$ cat src/rtl/odd_fwd_scoreboard.sv
// odd_fwd_scoreboard: result staging, forwarding and RAW-hazard scoreboard
// for the odd pipe. Every register-writing issue becomes an age-tagged entry
// that shifts one stage per cycle. Each unit's result is captured into the
// stage equal to that unit's latency. The final stage (DEPTH) drives the
// register-file write port.
// Optional feature macro: FWD_MUX_EN. When it is defined, operands are
// forwarded from the staging stages. When it is undefined, any in-flight
// match stalls until write-back has completed.
module odd_fwd_scoreboard #(
  parameter int DEPTH   = 7,
  parameter int DATA_W  = 128,
  parameter int ADDR_W  = 7,
  parameter int NUM_SRC = 6,
  parameter int LAT_P   = 4,
  parameter int LAT_LS  = 6,
  parameter int LAT_BR  = 1
) (
  input  logic                      clk,
  input  logic                      reset,
  input  logic                      issue_valid,
  input  logic [1:0]                issue_unit,
  input  logic [ADDR_W-1:0]         issue_rt_addr,
  input  logic                      issue_reg_write,
  input  logic [2:0]                unit_valid,
  input  logic [3*DATA_W-1:0]       unit_data,
  input  logic [NUM_SRC*ADDR_W-1:0] src_addr,
  input  logic [NUM_SRC-1:0]        src_valid,
  output logic [NUM_SRC-1:0]        src_stall,
  output logic [NUM_SRC-1:0]        src_fwd_hit,
  output logic [NUM_SRC*DATA_W-1:0] src_fwd_data,
  output logic                      wb_valid,
  output logic [ADDR_W-1:0]         wb_addr,
  output logic [DATA_W-1:0]         wb_data,
  output logic                      err_orphan,
  output logic                      err_missing
);

  // Latency of a (normalised) unit code: 0 = P, 1 = LS, 2 = BR.
  function automatic int lat_of(input logic [1:0] u);
    case (u)
      2'd1:    lat_of = LAT_LS;
      2'd2:    lat_of = LAT_BR;
      default: lat_of = LAT_P;
    endcase
  endfunction

  // Registered entries at ages 1..DEPTH.
  logic              vld_q  [1:DEPTH];
  logic              vld_d  [1:DEPTH];
  logic [ADDR_W-1:0] addr_q [1:DEPTH];
  logic [ADDR_W-1:0] addr_d [1:DEPTH];
  logic [1:0]        unit_q [1:DEPTH];
  logic [1:0]        unit_d [1:DEPTH];
  logic [DATA_W-1:0] data_q [1:DEPTH];
  logic [DATA_W-1:0] data_d [1:DEPTH];
  logic              err_orphan_q, err_orphan_d;
  logic              err_missing_q, err_missing_d;

  // Uniform view of ages 0..DEPTH; age 0 is the issue of this cycle.
  logic              age_vld  [0:DEPTH];
  logic [ADDR_W-1:0] age_addr [0:DEPTH];
  logic [1:0]        age_unit [0:DEPTH];
  logic [DATA_W-1:0] age_data [0:DEPTH];

  logic [2:0]        cap_hit;
  logic              missing_set;
  logic              found;
`ifdef FWD_MUX_EN
  logic              f_pend;
  logic [DATA_W-1:0] f_data;
`endif

  // Assemble the age view. Issue code 3 is an alias for the permute unit.
  always_comb begin
    age_vld[0]  = issue_valid & issue_reg_write;
    age_addr[0] = issue_rt_addr;
    age_unit[0] = (issue_unit == 2'd3) ? 2'd0 : issue_unit;
    age_data[0] = '0;
    for (int k = 1; k <= DEPTH; k++) begin
      age_vld[k]  = vld_q[k];
      age_addr[k] = addr_q[k];
      age_unit[k] = unit_q[k];
      age_data[k] = data_q[k];
    end
  end

  // Shift entries one age and capture unit results at each unit's latency stage.
  always_comb begin
    cap_hit     = '0;
    missing_set = 1'b0;
    for (int k = 0; k < DEPTH; k++) begin
      vld_d[k+1]  = age_vld[k];
      addr_d[k+1] = age_addr[k];
      unit_d[k+1] = age_unit[k];
      data_d[k+1] = age_data[k];
      if (age_vld[k] && (lat_of(age_unit[k]) == k + 1)) begin
        cap_hit[age_unit[k]] = 1'b1;
        if (unit_valid[age_unit[k]]) begin
          data_d[k+1] = unit_data[age_unit[k]*DATA_W +: DATA_W];
        end else begin
          // No result at the capture point: drop the entry so it never writes back.
          vld_d[k+1]  = 1'b0;
          missing_set = 1'b1;
        end
      end
    end
    err_orphan_d  = err_orphan_q | (|(unit_valid & ~cap_hit));
    err_missing_d = err_missing_q | missing_set;
  end

  // ---- stage boundary: control state (entry valids, sticky error flags) ----
  always_ff @(posedge clk) begin
    if (reset) begin
      for (int k = 1; k <= DEPTH; k++) vld_q[k] <= 1'b0;
      err_orphan_q  <= 1'b0;
      err_missing_q <= 1'b0;
    end else begin
      vld_q         <= vld_d;
      err_orphan_q  <= err_orphan_d;
      err_missing_q <= err_missing_d;
    end
  end

  // ---- stage boundary: payload, always qualified by vld_q so it needs no reset ----
  always_ff @(posedge clk) begin
    addr_q <= addr_d;
    unit_q <= unit_d;
    data_q <= data_d;
  end

  // Per-operand lookup: the youngest matching age decides stall, forward or miss.
  always_comb begin
    src_stall    = '0;
    src_fwd_hit  = '0;
    src_fwd_data = '0;
    found        = 1'b0;
`ifdef FWD_MUX_EN
    f_pend       = 1'b0;
    f_data       = '0;
`endif
    for (int i = 0; i < NUM_SRC; i++) begin
      found = 1'b0;
`ifdef FWD_MUX_EN
      f_pend = 1'b0;
      f_data = '0;
`endif
      // Scan oldest to youngest so that the youngest match is the one kept.
      for (int k = DEPTH; k >= 0; k--) begin
        if (age_vld[k] && (age_addr[k] == src_addr[i*ADDR_W +: ADDR_W])) begin
          found = 1'b1;
`ifdef FWD_MUX_EN
          f_pend = (k < lat_of(age_unit[k]));
          f_data = age_data[k];
`endif
        end
      end
      if (src_valid[i] && found) begin
`ifdef FWD_MUX_EN
        if (f_pend) begin
          src_stall[i] = 1'b1;
        end else begin
          src_fwd_hit[i]                    = 1'b1;
          src_fwd_data[i*DATA_W +: DATA_W] = f_data;
        end
`else
        src_stall[i] = 1'b1;
`endif
      end
    end
    if (reset) begin
      src_stall    = '1;
      src_fwd_hit  = '0;
      src_fwd_data = '0;
    end
  end

  assign wb_valid    = vld_q[DEPTH];
  assign wb_addr     = vld_q[DEPTH] ? addr_q[DEPTH] : '0;
  assign wb_data     = vld_q[DEPTH] ? data_q[DEPTH] : '0;
  assign err_orphan  = err_orphan_q;
  assign err_missing = err_missing_q;

endmodule

$ cat config.mk
export PLATFORM = sky130hd
export DESIGN_NAME = odd_fwd_scoreboard
export DESIGN_NICKNAME = d
export VERILOG_FILES = /design/src/rtl/odd_fwd_scoreboard.sv
export SDC_FILE = /design/constraint.sdc
export NUM_CORES = 2
export LEC_CHECK = 0
export CAP_MARGIN = 20
export CORE_AREA = 3 3 535 537
export CTS_CLUSTER_DIAMETER = 50
export DETAILED_ROUTE_END_ITERATION = 6
export DIE_AREA = 0 0 538 540
export PLACE_DENSITY_LB_ADDON = 0.2
export SETUP_SLACK_MARGIN = 0.1
export SLEW_MARGIN = 20
export SYNTH_ARGS = -nofsm -noshare
export SYNTH_HDL_FRONTEND = slang
export SYNTH_SLANG_ARGS = --single-unit
$ cat constraint.sdc
create_clock -name clk -period 7.9 [get_ports clk]
set_input_delay 1.58 -clock clk [delete_from_list [all_inputs] [get_ports clk]]
set_output_delay 1.58 -clock clk [all_outputs]
set_load 0.02 [all_outputs]
After elaboration in Yosys (flattened, before gate mapping) --
Cells that the tools add are included. W data, S select, Z words.
Storage, ports and cells: input bits 448, bits in registers 966, word-level logic and storage cells 341, output and inout bits 918
Cells by class: shift operators 7, multiplexer cells 140, order comparisons 14, reduce and logical (&&, ||, !) cells 70, bitwise logic cells 11, equal/unequal tests 70
Operators with widths (count):
- $shiftx A384 B10 Y128 | 7
- $mux W128 | 13
- $eq A7 B7 Y1 | 48
- $eq A32 B4 Y1 const B | 4
- $mux W1 | 96
- $logic_and A1 B1 Y1 | 68
- $eq A32 B3 Y1 const B | 2
- $pmux W3 S2 | 7
- $eq A32 B2 Y1 const B | 1
- $lt A2 B3 Y1 const B | 7
- $mux W3 | 7
- $or A3 B3 Y3 | 6
- $eq A2 B2 Y1 const B | 8
- $bmux W1 S2 | 7
- $demux W1 S2 | 7
- $eq A2 B1 Y1 const B | 7
- $ge A2 B1 Y1 const B | 7
- $mux W7 | 1
- $mux W6 | 1
- $and A3 B3 Y3 | 1
- $not A3 Y3 | 1
- $reduce_or A3 Y1 | 1
- $mux W2 | 1
- $or A1 B1 Y1 | 2
- 2 further kinds | 2

Longest topological paths before layout --
depth in word-level cells 23, mapped depth 13, gate-level depth less buffers 6

Worst setup path after synthesis --
OpenSTA, ideal clock, no wires.
kind input to output, from input port src_addr[29], to output port src_stall[4], arrival 2.826 ns, buffers on the path 1, cell stages on the path 7, required time 6.320 ns, setup slack 3.494 ns, path through buf_4 xor2_1 nor4_1 nand4_1 o21ai_0 or4_1 a21o_1
On the way: word-level cells in the longest chain between the ends 13, elaborated cells between the ends (all ways) 27, those cells by class eq/ne: 8; mux: 10; reduce/logical: 9
RTL lines:
- start: declaration | RTL line 26 | input logic [NUM_SRC*ADDR_W-1:0] src_addr,
- $eq A7 B7 Y1 | RTL line 149 | if (age_vld[k] && (age_addr[k] == src_addr[i*ADDR_W +: ADDR_W])) begin
- $logic_and A1 B1 Y1 | RTL line 149
- $mux W1 (7 in a row) | RTL line 149
- $mux W1 (*) | RTL line 149
- $logic_and A1 B1 Y1 (*) | RTL line 157 | if (src_valid[i] && found) begin
- $mux W1 (*) | RTL line 157
- $mux W6 (*) | RTL line 170 | if (reset) begin
- end: declaration | RTL line 28 | output logic [NUM_SRC-1:0] src_stall,
Mark *: on every way between the ends. The rest lies on a longest branch, timed or not.

Worst setup path in the final report --
from input port src_addr[7], to output port src_stall[1]
The elaborated chain is that of the path after synthesis.

==> metrics.cfg <==
[drt]
vias=23500
avgRoutedWirePerCell_um=18.7
postRouteAntennaNets=0
vias_per_cell=2.95
wl_um=149000
drc_errors=0
first_pass_iters=5
drtIter0Drc=1011

[sta]
hold_viol_final=0
setup_ws_ps=2110
slew_headroom=0.379
finClkSkew_ps=67.3
period_minus_slack_ps=5790
fmax_mhz=173
worstMarginPinSlew_ps=931
rsz0062_at_grt=no
setup_tns_ps=0
period_share=0.733
final-setup-viol-count=0
maxSlewViolCount=0

[global_route]
grt_overflow=0
grt_pass1_wl_um=201000
grt_max_degree=121
grt_pass1_vias=23700
grt_usage=0.0988
grt_antenna_before_repair=71

[outcome]
outcome=finished clean

[yosys]
ys_seq_area_frac=0.496
netlist_area_um2=38900
yosysWarnings=0
ys_seq_elements=964
netlist_instances=4034
synth.avg_cell_area_um2=9.64
yosysUniqueCellTypes=34

[floorplan]
die_x_um=538
initial_core_util=0.138
num_rows=195
core_area_um2=282000
dieArea_um2=291000
die-height_um=540
io_pins=1366

[min_path]
min_path_type=reg2reg

[placement]
dp_hpwl_um=109000
io_buffers=591
pre_cts_ws_ps=2110
dp.cells=7659
gp_congestion=0.805

[worst_setup_path]
slowest_stage=clkdlybuf4s50_1
path_delay_family=buffers and inverters
worstPathBufferInverterCount=2
critPathRequiredTime_ps=6320
cp_max_fo=8
arrival_ps=4210
start_kind=primary input
path_cells=clkdlybuf4s50_1 > xor2_1 > nor4_1 > nand4_1 > o21ai_0 > o41ai_1 > nand2b_1 > clkdlybuf4s50_1
path_class=in2out
critPathCaptureType=primary output
slowest_delay_ps=770
path_common_cell=clkdlybuf4s50_1

[finish]
layout.cells.most_common=dfxtp_1
post_layout_nonfiller_instances=7972
drive_gt1_frac=0.102
syn_to_final_growth_pct=27.0
finalNetCount=4536
mostFrequentLayoutCells=dfxtp_1 (961), conb_1 (774), clkdlybuf4s50_1 (591)

[pwr]
p_seq_frac=0.380
cellLeakagePower_nw=19.5
p_int_mw=9.73
powerDensity_nw_per_um2=268
clockPowerShare=0.542
ir_drop_mv=0.139
power_switching_mw=3.49
combPwrFrac=0.078
swShare=0.264

[cts]
clock_path_buffers=4
cts_resized=0
cts_hold_buffers=0
cts_tree=done
cts_buffers=164
post_cts_buffers=0
root_buffer=clkbuf_16
path_clk_slew_ps=60
clock-sinks=964
clk_latency_ps=810
htreeDepth=4

[run]
max_cap_viol_count=0

[power groups by stage]
stage | registers [mW] | logic, mW | clock network, mW
2_1_floorplan | 5.05 | 0.999 | 0
3_3_place_gp | 5.12 | 1.04 | 0
3_5_place_dp | 5.12 | 1.04 | 0
4_1_cts | 5.02 | 1.04 | 7.48
5_1_grt | 5.02 | 1.13 | 7.69
6_report | 5.02 | 1.03 | 7.17
[cell families after synthesis]
logic type                 after synthesis  share of synthesized area
adders and majority gates                6                    0.00193
DFF                                    964                      0.496
AOI/OAI and AO/OA                      292                     0.0384
muxes                                  257                     0.0703
buffers and inverters                 1504                      0.228
and+or+nand+nor                        674                     0.0899
other                                    1                  0.0000964
xor gates and xnor gates               336                     0.0757
[area by class of cell]
type                    instances  area, um^2
multi-input cells            2339       13700
clock inverters                95        1070
diodes                         19        47.5
clock buffers                 199        4460
inverters                       4        15.0
flip-flops and latches        964       19300
well taps                    3743        4680
fillers                     31400      233000
repair buffers                609        6140
[worst paths after layout]
kind	start	to	slack (ps)	cells after the start
worst min register to register	age_data[697]	age_data[569]	290	0
worst max register to register	age_unit[8]	age_data[438]	4510	7
worst max-delay path	src_addr[7]	src_stall[1]	2110	8
worst min-delay path	age_data[697]	age_data[569]	290	0
[per-stage QoR]
stage                     hold slack [ps]  total power, mW  utilization  area, um^2
after global placement                310             6.16        0.155       43800
after detailed placement              312             6.16        0.155       43800
after CTS                             296             13.5        0.175       49300
final                                 292             13.2        0.175       49400
after global routing                  311             13.8        0.175       49300
after floorplan                       310             6.05            -       41800
[state kept, by name, indices dropped and copies added, names as in the netlist]
| name | count |
|---|---|
| addr_d | 42 |
| addr_q | 7 |
| age_data | 896 |
| age_unit | 10 |
| age_vld | 6 |
| err_missing | 1 |
| err_orphan | 1 |
| wb_valid | 1 |
[cells in the mapped netlist]
library cell / count / area share
buf_2: 101 / 0.013
or4_1: 3 / 0.00058
o41ai_1: 3 / 0.00068
clkbuf_1: 584 / 0.056
nor2_1: 149 / 0.014
ha_1: 6 / 0.0019
a21o_1: 3 / 0.00058
nand2_1: 143 / 0.014
nor4_1: 30 / 0.0048
buf_6: 6 / 0.0017
inv_1: 4 / 0.00039
and2_1: 263 / 0.042
o21ai_0: 112 / 0.014
xor2_1: 150 / 0.034
nand3_1: 2 / 0.00026
o21ai_2: 1 / 0.00023
a211oi_1: 2 / 0.00039
a31oi_1: 2 / 0.00032
dfxtp_1: 964 / 0.50
a21oi_1: 129 / 0.017
buf_4: 808 / 0.16
nand4b_1: 1 / 0.00023
mux2i_1: 129 / 0.033
xnor2_1: 186 / 0.042
nor3b_1: 3 / 0.00058
nand4_1: 67 / 0.011
nand2b_1: 5 / 0.00080
mux2_2: 128 / 0.037
buf_1: 1 / 0.000096
conb_1: 1 / 0.000096
nand3b_1: 1 / 0.00019
o21ai_1: 40 / 0.0051
and3_1: 1 / 0.00016
nor2b_1: 6 / 0.00097
[routing by layer]
layer,global-route usage,wire [um],vias up
li1,-,-,10900
met1,0.115,59600,11000
met2,0.158,67400,1190
met3,0.0525,18200,292
met4,0.0262,3800,62
met5,0,379,-
(Power assumes the default switching activity.)
